<file path="src/rtl/div_hilo_ctrl_pkg.sv">
// Shared ALU constants for the HI/LO divide controller: FSM encoding,
// default divider settle time and two's-complement helpers.
package div_hilo_ctrl_pkg;

  // Default number of cycles granted to the combinational divider to settle
  localparam int unsigned DIV_WAIT_DEFAULT = 32'd4;

  // Divide sequencer states
  typedef enum logic [2:0] {
    ST_IDLE = 3'd0,
    ST_LOAD = 3'd1,
    ST_WAIT = 3'd2,
    ST_FIX  = 3'd3,
    ST_DONE = 3'd4
  } div_state_e;

  // Two's-complement negation modulo 2^32
  function automatic logic [31:0] neg32(input logic [31:0] v);
    return ~v + 32'd1;
  endfunction

  // Magnitude of an operand: negative signed values are negated, everything else passes
  function automatic logic [31:0] mag32(input logic [31:0] v, input logic is_signed);
    return (is_signed && v[31]) ? neg32(v) : v;
  endfunction

endpackage

</file>
<file path="src/rtl/div_hilo_ctrl_if.sv">
// Request/result bundle between a CPU pipeline (master) and the HI/LO divide controller (slave).
interface div_hilo_if;
  logic        start;
  logic        signed_op;
  logic [31:0] dividend;
  logic [31:0] divisor;
  logic        busy;
  logic        done;
  logic        dz;
  logic [31:0] hi;
  logic [31:0] lo;

  modport master (
    output start, signed_op, dividend, divisor,
    input  busy, done, dz, hi, lo
  );

  modport slave (
    input  start, signed_op, dividend, divisor,
    output busy, done, dz, hi, lo
  );
endinterface

</file>
<file path="src/rtl/div_hilo_ctrl_div32.sv">
// Combinational 32-bit unsigned divider. A zero divisor yields an all-ones
// quotient and returns the dividend as remainder so no X ever propagates.
module div_32_bit (
  input  logic [31:0] dividend,
  input  logic [31:0] divisor,
  output logic [31:0] quotient,
  output logic [31:0] remainder
);

  // Unsigned quotient/remainder with a defined divide-by-zero result
  always_comb begin
    if (divisor == 32'd0) begin
      quotient  = 32'hFFFF_FFFF;
      remainder = dividend;
    end else begin
      quotient  = dividend / divisor;
      remainder = dividend % divisor;
    end
  end

endmodule

</file>
<file path="src/rtl/div_hilo_ctrl.sv">
// HI/LO divide controller: captures a DIV/DIVU request, strips signs, lets the
// combinational unsigned divider settle for DIV_WAIT cycles, restores signs and
// publishes quotient (lo) / remainder (hi) with a one-cycle done pulse.
module div_hilo_ctrl
  import div_hilo_ctrl_pkg::*;
#(
  parameter int unsigned DIV_WAIT = DIV_WAIT_DEFAULT
) (
  input  logic       clk,
  input  logic       reset,
  div_hilo_if.slave  bus
);

  localparam logic [3:0] WAIT_LAST = 4'(DIV_WAIT - 32'd1);

  div_state_e  state_q,     state_d;
  logic [31:0] dividend_q,  dividend_d;
  logic [31:0] divisor_q,   divisor_d;
  logic        signed_op_q, signed_op_d;
  logic [31:0] mag_a_q,     mag_a_d;
  logic [31:0] mag_b_q,     mag_b_d;
  logic        neg_quo_q,   neg_quo_d;
  logic        neg_rem_q,   neg_rem_d;
  logic [3:0]  cnt_q,       cnt_d;
  logic        busy_q,      busy_d;
  logic        done_q,      done_d;
  logic        dz_q,        dz_d;
  logic [31:0] hi_q,        hi_d;
  logic [31:0] lo_q,        lo_d;
  logic [31:0] udiv_quo_s;
  logic [31:0] udiv_rem_s;

  div_32_bit u_div (
    .dividend  (mag_a_q),
    .divisor   (mag_b_q),
    .quotient  (udiv_quo_s),
    .remainder (udiv_rem_s)
  );

  // Next-state and next-output logic for the divide sequence
  always_comb begin
    state_d     = state_q;
    dividend_d  = dividend_q;
    divisor_d   = divisor_q;
    signed_op_d = signed_op_q;
    mag_a_d     = mag_a_q;
    mag_b_d     = mag_b_q;
    neg_quo_d   = neg_quo_q;
    neg_rem_d   = neg_rem_q;
    cnt_d       = cnt_q;
    done_d      = 1'b0;
    dz_d        = dz_q;
    hi_d        = hi_q;
    lo_d        = lo_q;
    case (state_q)
      ST_IDLE: begin
        if (bus.start) begin
          dividend_d  = bus.dividend;
          divisor_d   = bus.divisor;
          signed_op_d = bus.signed_op;
          state_d     = ST_LOAD;
        end else begin
          state_d = ST_IDLE;
        end
      end
      ST_LOAD: begin
        mag_a_d   = mag32(dividend_q, signed_op_q);
        mag_b_d   = mag32(divisor_q, signed_op_q);
        neg_quo_d = signed_op_q & (dividend_q[31] ^ divisor_q[31]);
        neg_rem_d = signed_op_q & dividend_q[31];
        cnt_d     = 4'd0;
        state_d   = ST_WAIT;
      end
      ST_WAIT: begin
        if (cnt_q == WAIT_LAST) begin
          state_d = ST_FIX;
        end else begin
          cnt_d = cnt_q + 4'd1;
        end
      end
      ST_FIX: begin
        // Results become architecturally visible on entry to DONE
        done_d  = 1'b1;
        state_d = ST_DONE;
        if (divisor_q == 32'd0) begin
          lo_d = 32'hFFFF_FFFF;
          hi_d = dividend_q;
          dz_d = 1'b1;
        end else begin
          lo_d = neg_quo_q ? neg32(udiv_quo_s) : udiv_quo_s;
          hi_d = neg_rem_q ? neg32(udiv_rem_s) : udiv_rem_s;
          dz_d = 1'b0;
        end
      end
      ST_DONE: begin
        state_d = ST_IDLE;
      end
      default: begin
        state_d = ST_IDLE;
      end
    endcase
    busy_d = (state_d != ST_IDLE);
  end

  // State and output registers, cleared asynchronously by reset
  always_ff @(posedge clk or posedge reset) begin
    if (reset) begin
      state_q     <= ST_IDLE;
      dividend_q  <= 32'd0;
      divisor_q   <= 32'd0;
      signed_op_q <= 1'b0;
      mag_a_q     <= 32'd0;
      mag_b_q     <= 32'd0;
      neg_quo_q   <= 1'b0;
      neg_rem_q   <= 1'b0;
      cnt_q       <= 4'd0;
      busy_q      <= 1'b0;
      done_q      <= 1'b0;
      dz_q        <= 1'b0;
      hi_q        <= 32'd0;
      lo_q        <= 32'd0;
    end else begin
      state_q     <= state_d;
      dividend_q  <= dividend_d;
      divisor_q   <= divisor_d;
      signed_op_q <= signed_op_d;
      mag_a_q     <= mag_a_d;
      mag_b_q     <= mag_b_d;
      neg_quo_q   <= neg_quo_d;
      neg_rem_q   <= neg_rem_d;
      cnt_q       <= cnt_d;
      busy_q      <= busy_d;
      done_q      <= done_d;
      dz_q        <= dz_d;
      hi_q        <= hi_d;
      lo_q        <= lo_d;
    end
  end

  assign bus.busy = busy_q;
  assign bus.done = done_q;
  assign bus.dz   = dz_q;
  assign bus.hi   = hi_q;
  assign bus.lo   = lo_q;

endmodule

</file>
<file path="src/flat_wrapper.sv">
// flat-port wrapper written by rule: the top's interface ports become plain ports
module div_hilo_ctrl_flat import div_hilo_ctrl_pkg::*;
#(
  parameter int unsigned DIV_WAIT = DIV_WAIT_DEFAULT
)
  (clk, reset, bus_start, bus_signed_op, bus_dividend, bus_divisor, bus_busy, bus_done, bus_dz, bus_hi, bus_lo);
  div_hilo_if bus_i ();
  input  logic clk;
  input  logic reset;
  input wire logic [$bits(bus_i.start)-1:0] bus_start;
  input wire logic [$bits(bus_i.signed_op)-1:0] bus_signed_op;
  input wire logic [$bits(bus_i.dividend)-1:0] bus_dividend;
  input wire logic [$bits(bus_i.divisor)-1:0] bus_divisor;
  output wire logic [$bits(bus_i.busy)-1:0] bus_busy;
  output wire logic [$bits(bus_i.done)-1:0] bus_done;
  output wire logic [$bits(bus_i.dz)-1:0] bus_dz;
  output wire logic [$bits(bus_i.hi)-1:0] bus_hi;
  output wire logic [$bits(bus_i.lo)-1:0] bus_lo;
  assign bus_i.start = bus_start;
  assign bus_i.signed_op = bus_signed_op;
  assign bus_i.dividend = bus_dividend;
  assign bus_i.divisor = bus_divisor;
  assign bus_busy = bus_i.busy;
  assign bus_done = bus_i.done;
  assign bus_dz = bus_i.dz;
  assign bus_hi = bus_i.hi;
  assign bus_lo = bus_i.lo;
  div_hilo_ctrl #(.DIV_WAIT(DIV_WAIT)) u_core (.clk(clk), .reset(reset), .bus(bus_i));
endmodule
</file>
<file path="config.mk">
export PLATFORM = sky130hd
export DESIGN_NAME = div_hilo_ctrl_flat
export DESIGN_NICKNAME = d
export VERILOG_FILES = /design/src/rtl/div_hilo_ctrl_pkg.sv /design/src/rtl/div_hilo_ctrl_if.sv /design/src/rtl/div_hilo_ctrl_div32.sv /design/src/rtl/div_hilo_ctrl.sv /design/src/flat_wrapper.sv
export SDC_FILE = /design/constraint.sdc
export NUM_CORES = 2
export LEC_CHECK = 0
export CORE_MARGIN = 5
export CORE_UTILIZATION = 60
export CTS_BUF_LIST = sky130_fd_sc_hd__clkbuf_4 sky130_fd_sc_hd__clkbuf_8
export CTS_CLUSTER_DIAMETER = 150
export DETAILED_ROUTE_END_ITERATION = 7
export PLACE_DENSITY_LB_ADDON = 0.3
export SYNTH_ARGS = -nofsm -noshare
export SYNTH_HDL_FRONTEND = slang
export SYNTH_HIERARCHICAL = 1
export SYNTH_SLANG_ARGS = --single-unit
</file>
<file path="constraint.sdc">
create_clock -name clk -period 162.3 [get_ports clk]
set_clock_uncertainty 0.15 [all_clocks]
set_input_delay 24.345 -clock clk [delete_from_list [all_inputs] [get_ports clk]]
set_output_delay 24.345 -clock clk [all_outputs]
set_load 0.1 [all_outputs]
</file>
==> out/metrics.sh <==
STATUS='completed'
TIMING.CRITICAL_PATH.FANOUT_MAX=32
DISTINCT_CELL_TYPE_COUNT_AFTER_SYNTHESIS=117
FINALWORSTPATHREQUIREDPERIOD_NS=84.92
ANTENNA_FOUND_INITIAL=3
ASYNCSETRESETFLOPFRACSYNTH_PCT=100
GLOBALROUTETOTALUTIL_PCT=42.5
WORST_HOLD_PATH_TYPE='reg -> reg'
IO-PIN-COUNT=135
CTS-BUFFERS-INSERTED=39
POST_CTS_RESIZE_COUNT=0
PLACE_WS_NS=80.81
UNREPAIRED_SETUP_ENDPOINTS_AFTER_GLOBAL_ROUTING='no'
CP.REQUIRED_NS=162.60
FIN_WORST_HOLD_SLACK_NS=0.329
WORST_SETUP_HOLD_PATH_CLK_SLEW_NS=0.06
FIN_UTIL_PCT=64.8
PLACE.GP.CONGESTION=1.07
PLACEMENT.IO_BUFFERS=134
POST-ROUTE-WORST-SETUP-SLACK_NS=77.38
POSTSYNTHREGISTERBITS=205
SLOWEST_STAGE='sky130_fd_sc_hd__o31ai_4'
SYNTH-EDFF-COUNT=0
DIEHEIGHT_UM=273
INITIALDRTVIOLATIONCOUNT=5570
LAYOUT.FILLER_CELLS=6135
CTSHOLDBUFFERS=0
FINAL_MAX_SLEW_VIOL_COUNT=0
YOSYS.CELL_COUNT.TOP_TYPE='sky130_fd_sc_hd__nand2_1'
WORST_SETUP_PATH_START_KIND='register'
GLOBAL_ROUTE_WIRE_LENGTH_BEFORE_REPAIR_UM=250000
FIRST_PASS_ITERS=7
CRITICAL-PATH-MAX-STAGE-DELAY_NS=1.09
END_KIND='register'
SYNTH.CELL_AREA_UM2=41300
PREVAILING_POST_SYNTH_REGISTER_CELL='sky130_fd_sc_hd__dfrtp_1'
CLOCK_LATENCY_NS=0.63
TIMING_WORST_SETUP_PATH_TYPE='reg -> reg'
TIMING.FINAL.HOLD_VIOLATIONS=0
PLACE.DETAILED.HPWL_UM=129000
DIEAREA_UM2=74300
TIMING.CRITICAL_PATH.MODE_CELL='sky130_fd_sc_hd__ha_1'
NUM_ROWS=96
SYN_TO_FINAL_GROWTH_PCT=7.32
ROUTE.DETAILED.VIAS_PER_INST=6.94
YS.WARNINGS.COUNT=6
DRC=0
DRV.MAX_CAP_VIOLATION_COUNT=0
LAYOUT-DRIVE-GT1-SHARE_PCT=7.32
FLOORPLAN.INITIALDENSITY_PCT=60.4
SEQ_AREA_FRAC_SYNTH_PCT=12.4
MAX_FREQ_MHz=11.8
FINAL-SETUP-VIOL-COUNT=0
SYNTH_NETS=6249
CHIPWIDTH_UM=273
FIRST_GLOBAL_VIAS=42068
ROUTE.DETAILED.WL_PER_INST_UM=25.1
FP.COREAREA_UM2=68500
LARGEST_NET_DEGREE_AT_THE_START_OF_GLOBAL_ROUTING=134
CLOCK_TREE_FROM_TRITONCTS='built'
DRT.ANTENNA.VIOLATING_NETS=0
ROUTE.FINAL.WIRE_LENGTH_UM=166000
TIMING.FINAL.CRIT_SHARE_PCT=52.3
TOTAL_NUMBER_OF_VIAS=45817
WORST_SLEW_MARGIN_REL_PCT=5.92
FINISH.NET_COUNT=6292
CRIT_PATH_ARRIVAL_TIME_NS=85.22
POST_SYNTH.CELL_AREA_AVG_UM2=7.32
TIMING_WORST_SLEW_PIN_VALUE_NS=1.40
NETLIST_INSTANCES=5646
NETLIST_TOP_CELLS_COUNT='602 x sky130_fd_sc_hd__nand2_1, 539 x sky130_fd_sc_hd__nor2_1, 534 x sky130_fd_sc_hd__ha_1'
HTREE_LEVELS=2
MAX-CLOCK-PATH-BUFFERS=3
YOSYSTOPAREACELL='sky130_fd_sc_hd__ha_1'
LEADING_CELL_TYPES_BY_TOTAL_AREA_AFTER_SYNTHESIS='sky130_fd_sc_hd__ha_1 16%, sky130_fd_sc_hd__dfrtp_1 12%, sky130_fd_sc_hd__a21oi_1 5.5%'
POST-CTS-SETUP-BUFFERS=0
GLOBAL_ROUTE_TOTAL_OVERFLOW=0
TIMING.SETUP.TNS_NS=0
CTS_NUM_SINKS=205
CTS.ROOT.BUFFER_CELL='sky130_fd_sc_hd__clkbuf_8'
SHARE_OF_YOSYS_CELL_AREA_CLAIMED_BY_THE_TOP_AREA_CELL_TYPE_PCT=16.2
## kinds of logic after synthesis
kind of cell / after synthesis / share of synthesized area, %
flops: 205 / 12.4
fa+ha+maj: 535 / 16.2
mux: 167 / 4.37
simple gates: 1964 / 22.5
buf+inv: 425 / 4.00
xor+xnor: 460 / 9.74
compound gates: 1890 / 30.8
## final cells by class
type | count | area, um2 | share of cell area (%)
well taps | 882 | 1100 | 2.49
inverters | 217 | 822 | 1.85
repair buffers | 210 | 1910 | 4.31
clock buffers | 55 | 701 | 1.58
multi-input cells | 5016 | 34600 | 78.0
clock inverters | 10 | 88.8 | 0.200
diodes | 3 | 7.51 | 0.0169
flip-flops and latches | 205 | 5130 | 11.6
## worst max-delay path, delay by kind of cell, from the launching register on
kind            cells  cell delay [ns]
fa+ha+maj          31             9.78
mux                 7             2.32
simple gates       73            21.89
buf+inv            22             4.62
flops               1             0.45
compound gates    156            45.29
## stage by stage
stage	std cells	instance area (um2)
after global placement	6530	43600
final	6598	44400
after detailed placement	6530	43600
after floorplan	5646	41300
after global routing	6595	44400
after CTS	6595	44400
## routing by layer
layer	global-route usage (%)	part of all wire (%)	up-vias
met1	57.4	40	21232
met3	10.7	13	577
met4	20.8	6.5	2
li1	-	-	21070
met2	63.3	41	2936
met5	0	0.099	-
## cell usage in the layout, fill, tap and decap left out, types with 134 or more instances in the layout
cell / count
sky130_fd_sc_hd__xor2_1: 203
sky130_fd_sc_hd__nor3_1: 154
sky130_fd_sc_hd__inv_1: 212
sky130_fd_sc_hd__nand2_1: 602
sky130_fd_sc_hd__nand3_1: 169
sky130_fd_sc_hd__clkdlybuf4s50_1: 134
sky130_fd_sc_hd__o21a_1: 156
sky130_fd_sc_hd__o21ai_0: 374
sky130_fd_sc_hd__xnor2_1: 257
sky130_fd_sc_hd__a21o_1: 182
sky130_fd_sc_hd__a21oi_1: 455
sky130_fd_sc_hd__dfrtp_1: 205
sky130_fd_sc_hd__nor2_1: 538
sky130_fd_sc_hd__ha_1: 534
## final timing paths
| kind | start | end | slack [ns] | depth (start not counted) |
|---|---|---|---|---|
| setup reg to reg | u_core/mag_b_q[26] | u_core/bus.hi[28] | 77.38 | 289 |
| setup / recovery | u_core/mag_b_q[26] | u_core/bus.hi[28] | 77.38 | 289 |
| max in group asynchronous | reset | u_core/mag_a_q[6] | 136.20 | 3 |
| min in group asynchronous | reset | u_core/divisor_q[16] | 24.20 | 2 |
| hold / removal | u_core/bus.hi[21] | u_core/bus.hi[21] | 0.33 | 2 |
| hold reg to reg | u_core/bus.hi[21] | u_core/bus.hi[21] | 0.33 | 2 |
## state kept, by name (all words and copies together) (netlist names), 3 cells and up
signal / count
u_core/divisor_q: 32
u_core/state_q: 3
u_core/bus.hi: 32
u_core/cnt_q: 4
u_core/bus.lo: 32
u_core/mag_b_q: 32
u_core/mag_a_q: 32
u_core/dividend_q: 32
Power is not shown: default switching activity piles up to over one toggle a cycle in this logic, so the estimate is an artifact.
